==> src/rtl/perm_round_sched.sv <==
// Round scheduler for an iterated permutation shared by two requesters.
// Sequences five one-hot step enables per round and guards each step with a watchdog.
module perm_round_sched #(
    parameter int NUM_ROUNDS   = 24,
    parameter int STEP_TIMEOUT = 255
) (
    input  logic       clk,
    input  logic       rst,
    input  logic [1:0] req,
    output logic [1:0] gnt,
    output logic [1:0] done,
    output logic [4:0] step_en,
    input  logic [4:0] step_done,
    output logic [4:0] round_idx,
    output logic       busy,
    output logic       err,
    input  logic       clr_err
);

    typedef enum logic [3:0] {
        S_IDLE   = 4'd0,
        S_GRANT  = 4'd1,
        S_COLP   = 4'd2,
        S_ROT    = 4'd3,
        S_PERM   = 4'd4,
        S_REVAL  = 4'd5,
        S_ADDRC  = 4'd6,
        S_NEXT   = 4'd7,
        S_FINISH = 4'd8,
        S_FAULT  = 4'd9
    } state_t;

    localparam logic [4:0] LAST_ROUND = 5'(NUM_ROUNDS - 1);
    // The step state is occupied for at most STEP_TIMEOUT cycles before faulting.
    localparam logic [7:0] WD_LIMIT   = 8'(STEP_TIMEOUT - 1);

    state_t      state_r;
    state_t      state_nx;
    state_t      next_step_s;
    logic        owner_r;
    logic        ptr_r;
    logic [4:0]  round_r;
    logic [7:0]  wdog_r;
    logic        arb_owner_s;
    logic [4:0]  step_sel_s;
    logic        is_step_s;
    logic        step_hit_s;
    logic        start_s;
    logic [1:0]  owner_oh_s;

    // Round-robin pick between the two requesters
    always_comb begin
        arb_owner_s = ptr_r;
        if (req == 2'b01) begin
            arb_owner_s = 1'b0;
        end else if (req == 2'b10) begin
            arb_owner_s = 1'b1;
        end else begin
            arb_owner_s = ptr_r;
        end
    end

    // Decode the active step and its successor
    always_comb begin
        step_sel_s  = 5'b00000;
        next_step_s = S_IDLE;
        case (state_r)
            S_COLP:  begin step_sel_s = 5'b00001; next_step_s = S_ROT;   end
            S_ROT:   begin step_sel_s = 5'b00010; next_step_s = S_PERM;  end
            S_PERM:  begin step_sel_s = 5'b00100; next_step_s = S_REVAL; end
            S_REVAL: begin step_sel_s = 5'b01000; next_step_s = S_ADDRC; end
            S_ADDRC: begin step_sel_s = 5'b10000; next_step_s = S_NEXT;  end
            default: begin step_sel_s = 5'b00000; next_step_s = S_IDLE;  end
        endcase
    end

    assign is_step_s  = |step_sel_s;
    assign step_hit_s = |(step_sel_s & step_done);
    assign start_s    = (state_r == S_IDLE) && (|req);
    assign owner_oh_s = owner_r ? 2'b10 : 2'b01;

    // Next-state logic
    always_comb begin
        state_nx = state_r;
        case (state_r)
            S_IDLE: begin
                if (|req) state_nx = S_GRANT;
                else      state_nx = S_IDLE;
            end
            S_GRANT: state_nx = S_COLP;
            S_COLP, S_ROT, S_PERM, S_REVAL, S_ADDRC: begin
                if (step_hit_s)             state_nx = next_step_s;
                else if (wdog_r == WD_LIMIT) state_nx = S_FAULT;
                else                        state_nx = state_r;
            end
            S_NEXT: begin
                if (round_r == LAST_ROUND) state_nx = S_FINISH;
                else                       state_nx = S_COLP;
            end
            S_FINISH: state_nx = S_IDLE;
            S_FAULT: begin
                if (clr_err) state_nx = S_IDLE;
                else         state_nx = S_FAULT;
            end
            default: state_nx = S_IDLE;
        endcase
    end

    // State, ownership, priority, round and watchdog registers
    always_ff @(posedge clk or posedge rst) begin
        if (rst) begin
            state_r <= S_IDLE;
            owner_r <= 1'b0;
            ptr_r   <= 1'b0;
            round_r <= 5'd0;
            wdog_r  <= 8'd0;
        end else begin
            state_r <= state_nx;
            if (start_s) owner_r <= arb_owner_s;
            if (state_r == S_FINISH) ptr_r <= ~owner_r;
            if (start_s) begin
                round_r <= 5'd0;
            end else if ((state_r == S_NEXT) && (round_r != LAST_ROUND)) begin
                round_r <= round_r + 5'd1;
            end
            if (state_nx != state_r) begin
                wdog_r <= 8'd0;
            end else if (is_step_s) begin
                wdog_r <= wdog_r + 8'd1;
            end
        end
    end

    // Outputs decoded purely from the registers
    always_comb begin
        gnt  = 2'b00;
        done = 2'b00;
        busy = 1'b1;
        err  = 1'b0;
        case (state_r)
            S_IDLE:   busy = 1'b0;
            S_FAULT:  begin busy = 1'b0; err = 1'b1; end
            S_FINISH: begin gnt = owner_oh_s; done = owner_oh_s; end
            S_GRANT, S_COLP, S_ROT, S_PERM, S_REVAL, S_ADDRC, S_NEXT: gnt = owner_oh_s;
            default:  busy = 1'b0;
        endcase
    end

    assign step_en   = step_sel_s;
    assign round_idx = round_r;

endmodule

==> config.mk <==
export PLATFORM = sky130hd
export DESIGN_NAME = perm_round_sched
export DESIGN_NICKNAME = d
export VERILOG_FILES = /design/src/rtl/perm_round_sched.sv
export SDC_FILE = /design/constraint.sdc
export NUM_CORES = 1
export LEC_CHECK = 0
export ABC_AREA = 0
export CAP_MARGIN = 25
export CORE_MARGIN = 2
export CORE_UTILIZATION = 45
export CTS_CLUSTER_SIZE = 12
export DETAILED_ROUTE_END_ITERATION = 8
export PLACE_DENSITY = 0.76
export SKIP_CTS_REPAIR_TIMING = 1
export SLEW_MARGIN = 15
export SYNTH_ARGS = -nofsm -noshare
export SYNTH_HDL_FRONTEND = slang
export SYNTH_SLANG_ARGS = --single-unit
==> constraint.sdc <==
create_clock -name clk -period 2.8 [get_ports clk]
set_input_delay 0.84 -clock clk [delete_from_list [all_inputs] [get_ports clk]]
set_output_delay 0.84 -clock clk [all_outputs]
set_load 0.05 [all_outputs]
Word-level counts from Yosys, hierarchy flattened
Index checks and enable logic that the tools add are counted.
W data, S select, Z words.
- register bits: 19
- input bits: 10
- output and inout port bits: 16
- word-level logic and storage cells: 53
- add/subtract/negate cells: 2
- equality and inequality tests: 15
- multiplexer cells: 19
- bitwise operators: 2
- reduce and logical (&&, ||, !) cells: 10
- operators by type and width (operator ; number):
    $pmux W5 S5 ; 1
    $pmux W4 S5 ; 1
    $eq A4 B3 Y1 const B ; 4
    $mux W4 ; 4
    $mux W8 ; 2
    $pmux W3 S5 ; 1
    $reduce_or A5 Y1 ; 3
    $mux W5 ; 2
    $add A8 B1 Y8 const B ; 1
    $eq A4 B2 Y1 const B ; 2
    $eq A4 B4 Y1 const B ; 2
    $eq A8 B8 Y1 const B ; 1
    $reduce_or A8 Y1 ; 1
    $mux W2 ; 3
    $add A5 B1 Y5 const B ; 1
    $and A5 B5 Y5 ; 1
    $eq A5 B5 Y1 const B ; 1
    $mux W1 ; 5
    $ne A5 B5 Y1 const B ; 1
    $eq A4 B1 Y1 const B ; 1
    $logic_not A4 Y1 ; 1
    $ne A4 B4 Y1 ; 1
    $reduce_bool A2 Y1 ; 2
    $eq A2 B1 Y1 const B ; 1
    4 further kinds ; 5

Longest topological paths before layout
Gate-level depths: netlist of the first run.
- word-level depth: 8
- depth in mapped cells: 7
- depth with buffers taken out: 6

Worst setup path after synthesis of the first run
OpenSTA, ideal clock, no wires.
- path type: register -> output
- from: register state_r[2]
- to: output gnt[0]
- data arrival time: 2537 ps
- data required time: 1960 ps
- setup slack: -577 ps
- cell stages (with the launch flop): 7
- buffers on the path: 2
- path through: dfrtp_1 > buf_6 > clkbuf_1 > nor3_1 > nor2_1 > nor2_1 > nor2b_1
- longest elaborated chain between the ends: 3
- RTL lines (item ; line ; text):
    start, declared ; 37 ; state_t state_r;
    start signal, assigned ; 118 ; state_r <= state_nx;
    $eq A4 B4 Y1 (tied with other cells) ; 140 ; case (state_r)
    $reduce_or A8 Y1 (no line) (*) ; n/a ;
    $mux W2 (*) ; 140 ;
    end, declared ; 10 ; output logic [1:0] gnt,
Mark *: on every way between the ends. The rest lies on a longest branch, timed or not.

Worst setup path after layout of the first run
- from: register state_r[0]
- to: output gnt[0]
The elaborated chain is that of the path after synthesis.

==> flow_metrics.py, run 1 <==
metrics = {
    "status": {
        "status": "completed",
    },
    "floorplanning": {
        "die_area_mm2": 0.00334,
        "fp.coreArea_mm2": 0.00276,
        "start_util_pct": 47.2,
        "die_height_um": 57.8,
        "rows": 19,
        "die_x_um": 57.8,
        "ios": 26,
    },
    "logic_synthesis": {
        "ys_ff_latch": 19,
        "syn_avg_cell_area_um2": 8.91,
        "synth_edf_count": 0,
        "syn_area_mm2": 0.00130,
        "yosysSeqAreaShare_pct": 36.5,
        "yosysTopAreaCell": "dfrtp_1",
        "yosysUniqueCellTypes": 46,
        "synth_nets": 159,
        "synthCells": 146,
        "synth-async-reset-ratio_pct": 100,
        "synth_area_leaders": "dfrtp_1 (37%), nor2_1 (6.3%), xor2_1 (4.0%)",
        "ys_warn_count": 0,
        "ys.flop_type": "dfrtp_1",
        "synth_top_cell_area_share_pct": 36.5,
    },
    "clock_tree": {
        "cts_tree": "yes",
        "clk_pin_slew_ps": 110,
        "clk_latency_ps": 300,
        "cts-htree-levels": 1,
        "numCtsBuffers": 3,
        "root_buffer": "clkbuf_4",
        "cts_max_path_buffers": 2,
        "clock_sinks": 19,
    },
    "timing": {
        "slew_viol_final": 0,
        "period_needed_ps": 2570,
        "clock_skew_ps": 3.02,
        "rsz0062_at_grt": "no",
        "fin_crit_sh_pct": 91.9,
        "layout_setup_ws_ps": 227,
        "hold_viol": 0,
        "slew_headroom_pct": 50.1,
        "fin_setup_tns_ps": 0,
        "tightest_slew_ps": 748,
        "finalSetupViolCount": 0,
        "fmax_ghz": 0.389,
    },
    "cells_and_area": {
        "syn_to_final_growth_pct": 23.7,
        "fin_util_pct": 58.4,
        "drive_gt1_share_pct": 17.9,
        "n_antenna_cell": 0,
        "layout_common_cells": "nor2_1 (21), dfrtp_1 (19), buf_4 (16), clkdlybuf4s50_1 (14), a21oi_1 (10)",
        "final_common_cell": "nor2_1",
        "nets": 187,
    },
    "hold_path": {
        "hp-class": "flip-flop to flip-flop",
    },
    "route": {
        "drc": 0,
        "wl_mm": 3.22,
        "drt-wirelength-per-cell_um": 15.8,
        "drt_iter0_drc": 54,
        "vias_per_cell": 5.98,
        "first_pass_iters": 4,
        "num_vias": 1219,
        "ant_nets": 0,
    },
    "worst_setup_path": {
        "arrival_ps": 1730,
        "endpoint_kind": "output pin",
        "path_class": "flip-flop to output pin",
        "worst_setup_path_start_kind": "flip-flop",
        "cp_data_required_time_ps": 1960,
        "worstPathMaxFanout": 11,
    },
    "placement": {
        "preCtsSetupSlack_ps": 38.2,
        "portBuffers": 25,
        "gp_congestion": 0.834,
        "dp_hpwl_mm": 2.37,
    },
    "grt": {
        "grt_pass1_wl_mm": 5.26,
        "grt_pass1_vias": 1181,
        "grt_util_all_layers_pct": 20.1,
        "grt-ovfl-total": 0,
        "grt_max_degree": 21,
        "antenna_found_initial": 0,
    },
    "flow_run": {
        "max_cap_violations": 0,
    },
    "power_and_ir_drop": {
        "p_per_area_mw_per_mm2": 919,
        "p_leak_nw": 0.653,
        "peakVddDrop_uv": 661,
    },
}
[kinds of logic (layout without fill, tap and decap cells)]
family / after synthesis / count (layout) / synth area share, %
buffers and inverters: 12 / 39 / 4.90
multiplexers: 3 / 3 / 2.40
AO/OA/AOI/OAI: 28 / 28 / 16.1
flip-flops: 19 / 19 / 36.5
AND/OR/NAND/NOR: 73 / 73 / 31.8
adder cells (fa/ha/maj): 3 / 3 / 2.88
XOR/XNOR: 8 / 8 / 5.38
[metrics by stage]
stage          cells  area (um2)  hold slack [ps]  power, W
2_1_floorplan    146        1310              477   0.00110
3_3_place_gp     200        1580              500   0.00129
3_5_place_dp     200        1580              519   0.00133
4_1_cts          204        1610              547   0.00147
6_report         204        1610              549   0.00148
5_1_grt          204        1610              594   0.00157
[cell usage after synthesis, types with 4 or more instances]
cell	n
nand2b_1	4
o21ai_0	4
a21oi_1	10
nand4_1	5
nand2_1	7
dfrtp_1	19
nor3_1	8
nand3b_1	4
xor2_1	6
nor2_1	22
inv_1	4
[worst max-delay path, stage by stage, from the launching register on]
cell and delay (ps):
dfrtp_1 520, nor3_1 350, nor2_1 90, nor2_2 130
nor2b_2 150, buf_4 200
[registers in the layout, indices dropped and copies added, names as in the netlist]
name / count
wdog_r: 8
state_r: 4
round_idx: 5
ptr_r: 1
owner_r: 1
[per-layer routing]
layer  GRT usage, %  part of all wire (%)
met2           32.8                    48
met5              0                     0
met3           4.24                   4.3
met1           27.1                    47
met4           5.65                  0.56
[report_power, final]
group          leakage [nW]  internal (W)  switching (W)
sequential            0.259      0.000317      0.0000685
clock                0.0150     0.0000556      0.0000912
combinational         0.379      0.000346       0.000601
total                 0.653      0.000718       0.000761
[final timing paths]
kind | startpoint | endpoint | slack (ps) | depth (start not counted)
min | ptr_r | ptr_r | 550 | 2
max in group asynchronous | rst | wdog_r[6] | 1380 | 2
min in group asynchronous | rst | round_idx[3] | 950 | 2
max reg2reg | state_r[2] | wdog_r[1] | 650 | 6
max | state_r[0] | gnt[0] | 230 | 5
min reg2reg | ptr_r | ptr_r | 550 | 2
[layout make-up]
type / count / area [um2]
Tap cell: 31 / 38.8
Fill cell: 260 / 1150
Multi-Input combinational cell: 115 / 774
Inverter: 4 / 15.0
Clock buffer: 4 / 26.3
Sequential cell: 19 / 475
Timing Repair Buffer: 31 / 280
Power figures use the tool's default switching activity.
==> inputs of run 2 (changes only) <==
Settings changed: PLACE_DENSITY 0.76 to 0.79.
Clock period 2.8 ns to 2.3 ns, I/O delays scaled along.
==> flow_metrics.py, run 2 (synthesis results as in run 1) <==
metrics = {
    "timing": {
        "tightest_slew_ps": 509,
        "period_needed_ps": 2260,
        "hold_viol": 0,
        "rsz0062_at_grt": "yes",
        "hold_ws_ps": 522,
        "slew_viol_final": 0,
        "clock_skew_ps": 7.41,
        "fmax_ghz": 0.442,
        "slew_headroom_pct": 66.0,
        "finalSetupViolCount": 0,
        "fin_crit_sh_pct": 98.3,
        "fin_setup_tns_ps": 0,
    },
    "cells_and_area": {
        "syn_to_final_growth_pct": 53.1,
        "drive_gt1_share_pct": 34.4,
        "fillers": 203,
        "fin_cells": 226,
        "final_common_cell": "buf_4",
        "nets": 209,
        "fin_util_pct": 72.2,
        "n_antenna_cell": 0,
        "largest_reg_flops": 8,
        "top_register": "wdog_r",
        "layout_common_cells": "buf_4 (25), nor2_1 (18), dfrtp_1 (16), clkdlybuf4s50_1 (13), a21oi_1 (10)",
        "final_area_mm2": 0.00199,
    },
    "floorplanning": {
        "die_height_um": 57.8,
        "start_util_pct": 47.2,
        "die_x_um": 57.8,
        "ios": 26,
        "fp.coreArea_mm2": 0.00276,
        "rows": 19,
        "die_area_mm2": 0.00334,
    },
    "worst_setup_path": {
        "path_class": "flip-flop to output pin",
        "regToRegSetupSlack_ps": 210,
        "r2r_cells": 6,
        "cp_data_required_time_ps": 1610,
        "endpoint_kind": "output pin",
        "arrival_ps": 1570,
        "worstPathMaxFanout": 6,
        "worst_setup_path_start_kind": "flip-flop",
    },
    "grt": {
        "grt_pass1_wl_mm": 5.16,
        "grt_pass1_vias": 1185,
        "grt_max_degree": 20,
        "antenna_found_initial": 0,
        "grt_util_all_layers_pct": 19.5,
        "grt-ovfl-total": 0,
    },
    "status": {
        "status": "completed",
    },
    "hold_path": {
        "min_path_cells": 2,
        "hp-class": "flip-flop to flip-flop",
    },
    "clock_tree": {
        "cts-htree-levels": 1,
        "clk_pin_slew_ps": 100,
        "root_buffer": "clkbuf_4",
        "clock_sinks": 19,
        "cts_max_path_buffers": 2,
        "clk_latency_ps": 300,
        "cts_tree": "yes",
        "numCtsBuffers": 3,
    },
    "flow_run": {
        "max_cap_violations": 0,
    },
    "placement": {
        "dp_cells": 214,
        "gp_congestion": 0.859,
        "portBuffers": 25,
        "dp_hpwl_mm": 2.31,
        "place_area_mm2": 0.00183,
    },
    "route": {
        "drc": 0,
        "num_vias": 1305,
        "wl_mm": 3.46,
        "first_pass_iters": 4,
        "ant_nets": 0,
        "vias_per_cell": 5.77,
        "drt-wirelength-per-cell_um": 15.3,
        "drt_iter0_drc": 70,
    },
    "power_and_ir_drop": {
        "p_per_area_mw_per_mm2": 1110,
        "p_leak_nw": 0.831,
        "peakVddDrop_uv": 1080,
    },
}
## run 2: cell count changes in the layout (fill, tap and decap cells not counted), moves of 2 or more
cell      delta
buf_4        +9
buf_12       +6
buf_6        +5
dfrtp_1      -3
dfrtp_2      +3
nor2_1       -3
nor3_1       -3
nand2b_1     -2
nor2_2       +2
nor3_4       +2
nor4_4       +2
## run 2: cell type report
type	instances	area, um2	area share [%]
multi-input cells	115	876	44.0
repair buffers	53	557	28.0
flip-flops and latches	19	479	24.1
well taps	31	38.8	1.95
clock buffers	4	26.3	1.32
inverters	4	15.0	0.754
## run 2: final timing paths
path                                 start    endpoint
worst min register to register       ptr_r       ptr_r
max in group asynchronous              rst  state_r[0]
min in group asynchronous              rst   wdog_r[3]
worst min-delay path                 ptr_r       ptr_r
worst max register to register  state_r[2]   wdog_r[6]
worst max-delay path            state_r[0]      gnt[0]
## run 2: per-layer routing
layer	wire, um	track usage, %	vias up
met3	214	3.57	9
li1	-	-	633
met4	57	5.98	0
met1	1480	26.9	621
met5	0	0	-
met2	1710	31.3	42
## run 2: through the flow
| stage | setup WS, ps | total power [W] |
|---|---|---|
| global placement | -243 | 0.00179 |
| finish | 38.8 | 0.00222 |
| detailed placement | -301 | 0.00182 |
| CTS | -94.3 | 0.00199 |
| global route | -28.9 | 0.00235 |
| floorplan | -95.5 | 0.00141 |
## run 2: where the power goes
group	switching, W	internal (W)
clock network	0.000100	0.0000675
logic	0.000845	0.000714
registers	0.0000992	0.000389
total	0.00104	0.00117
## run 2: critical path, stage by stage, from the launching register on
cell and delay (ps):
dfrtp_2 490, buf_6 160, nor3_4 130, nor2_2 70, nor2_4 110, nor2b_4 170, buf_6 160
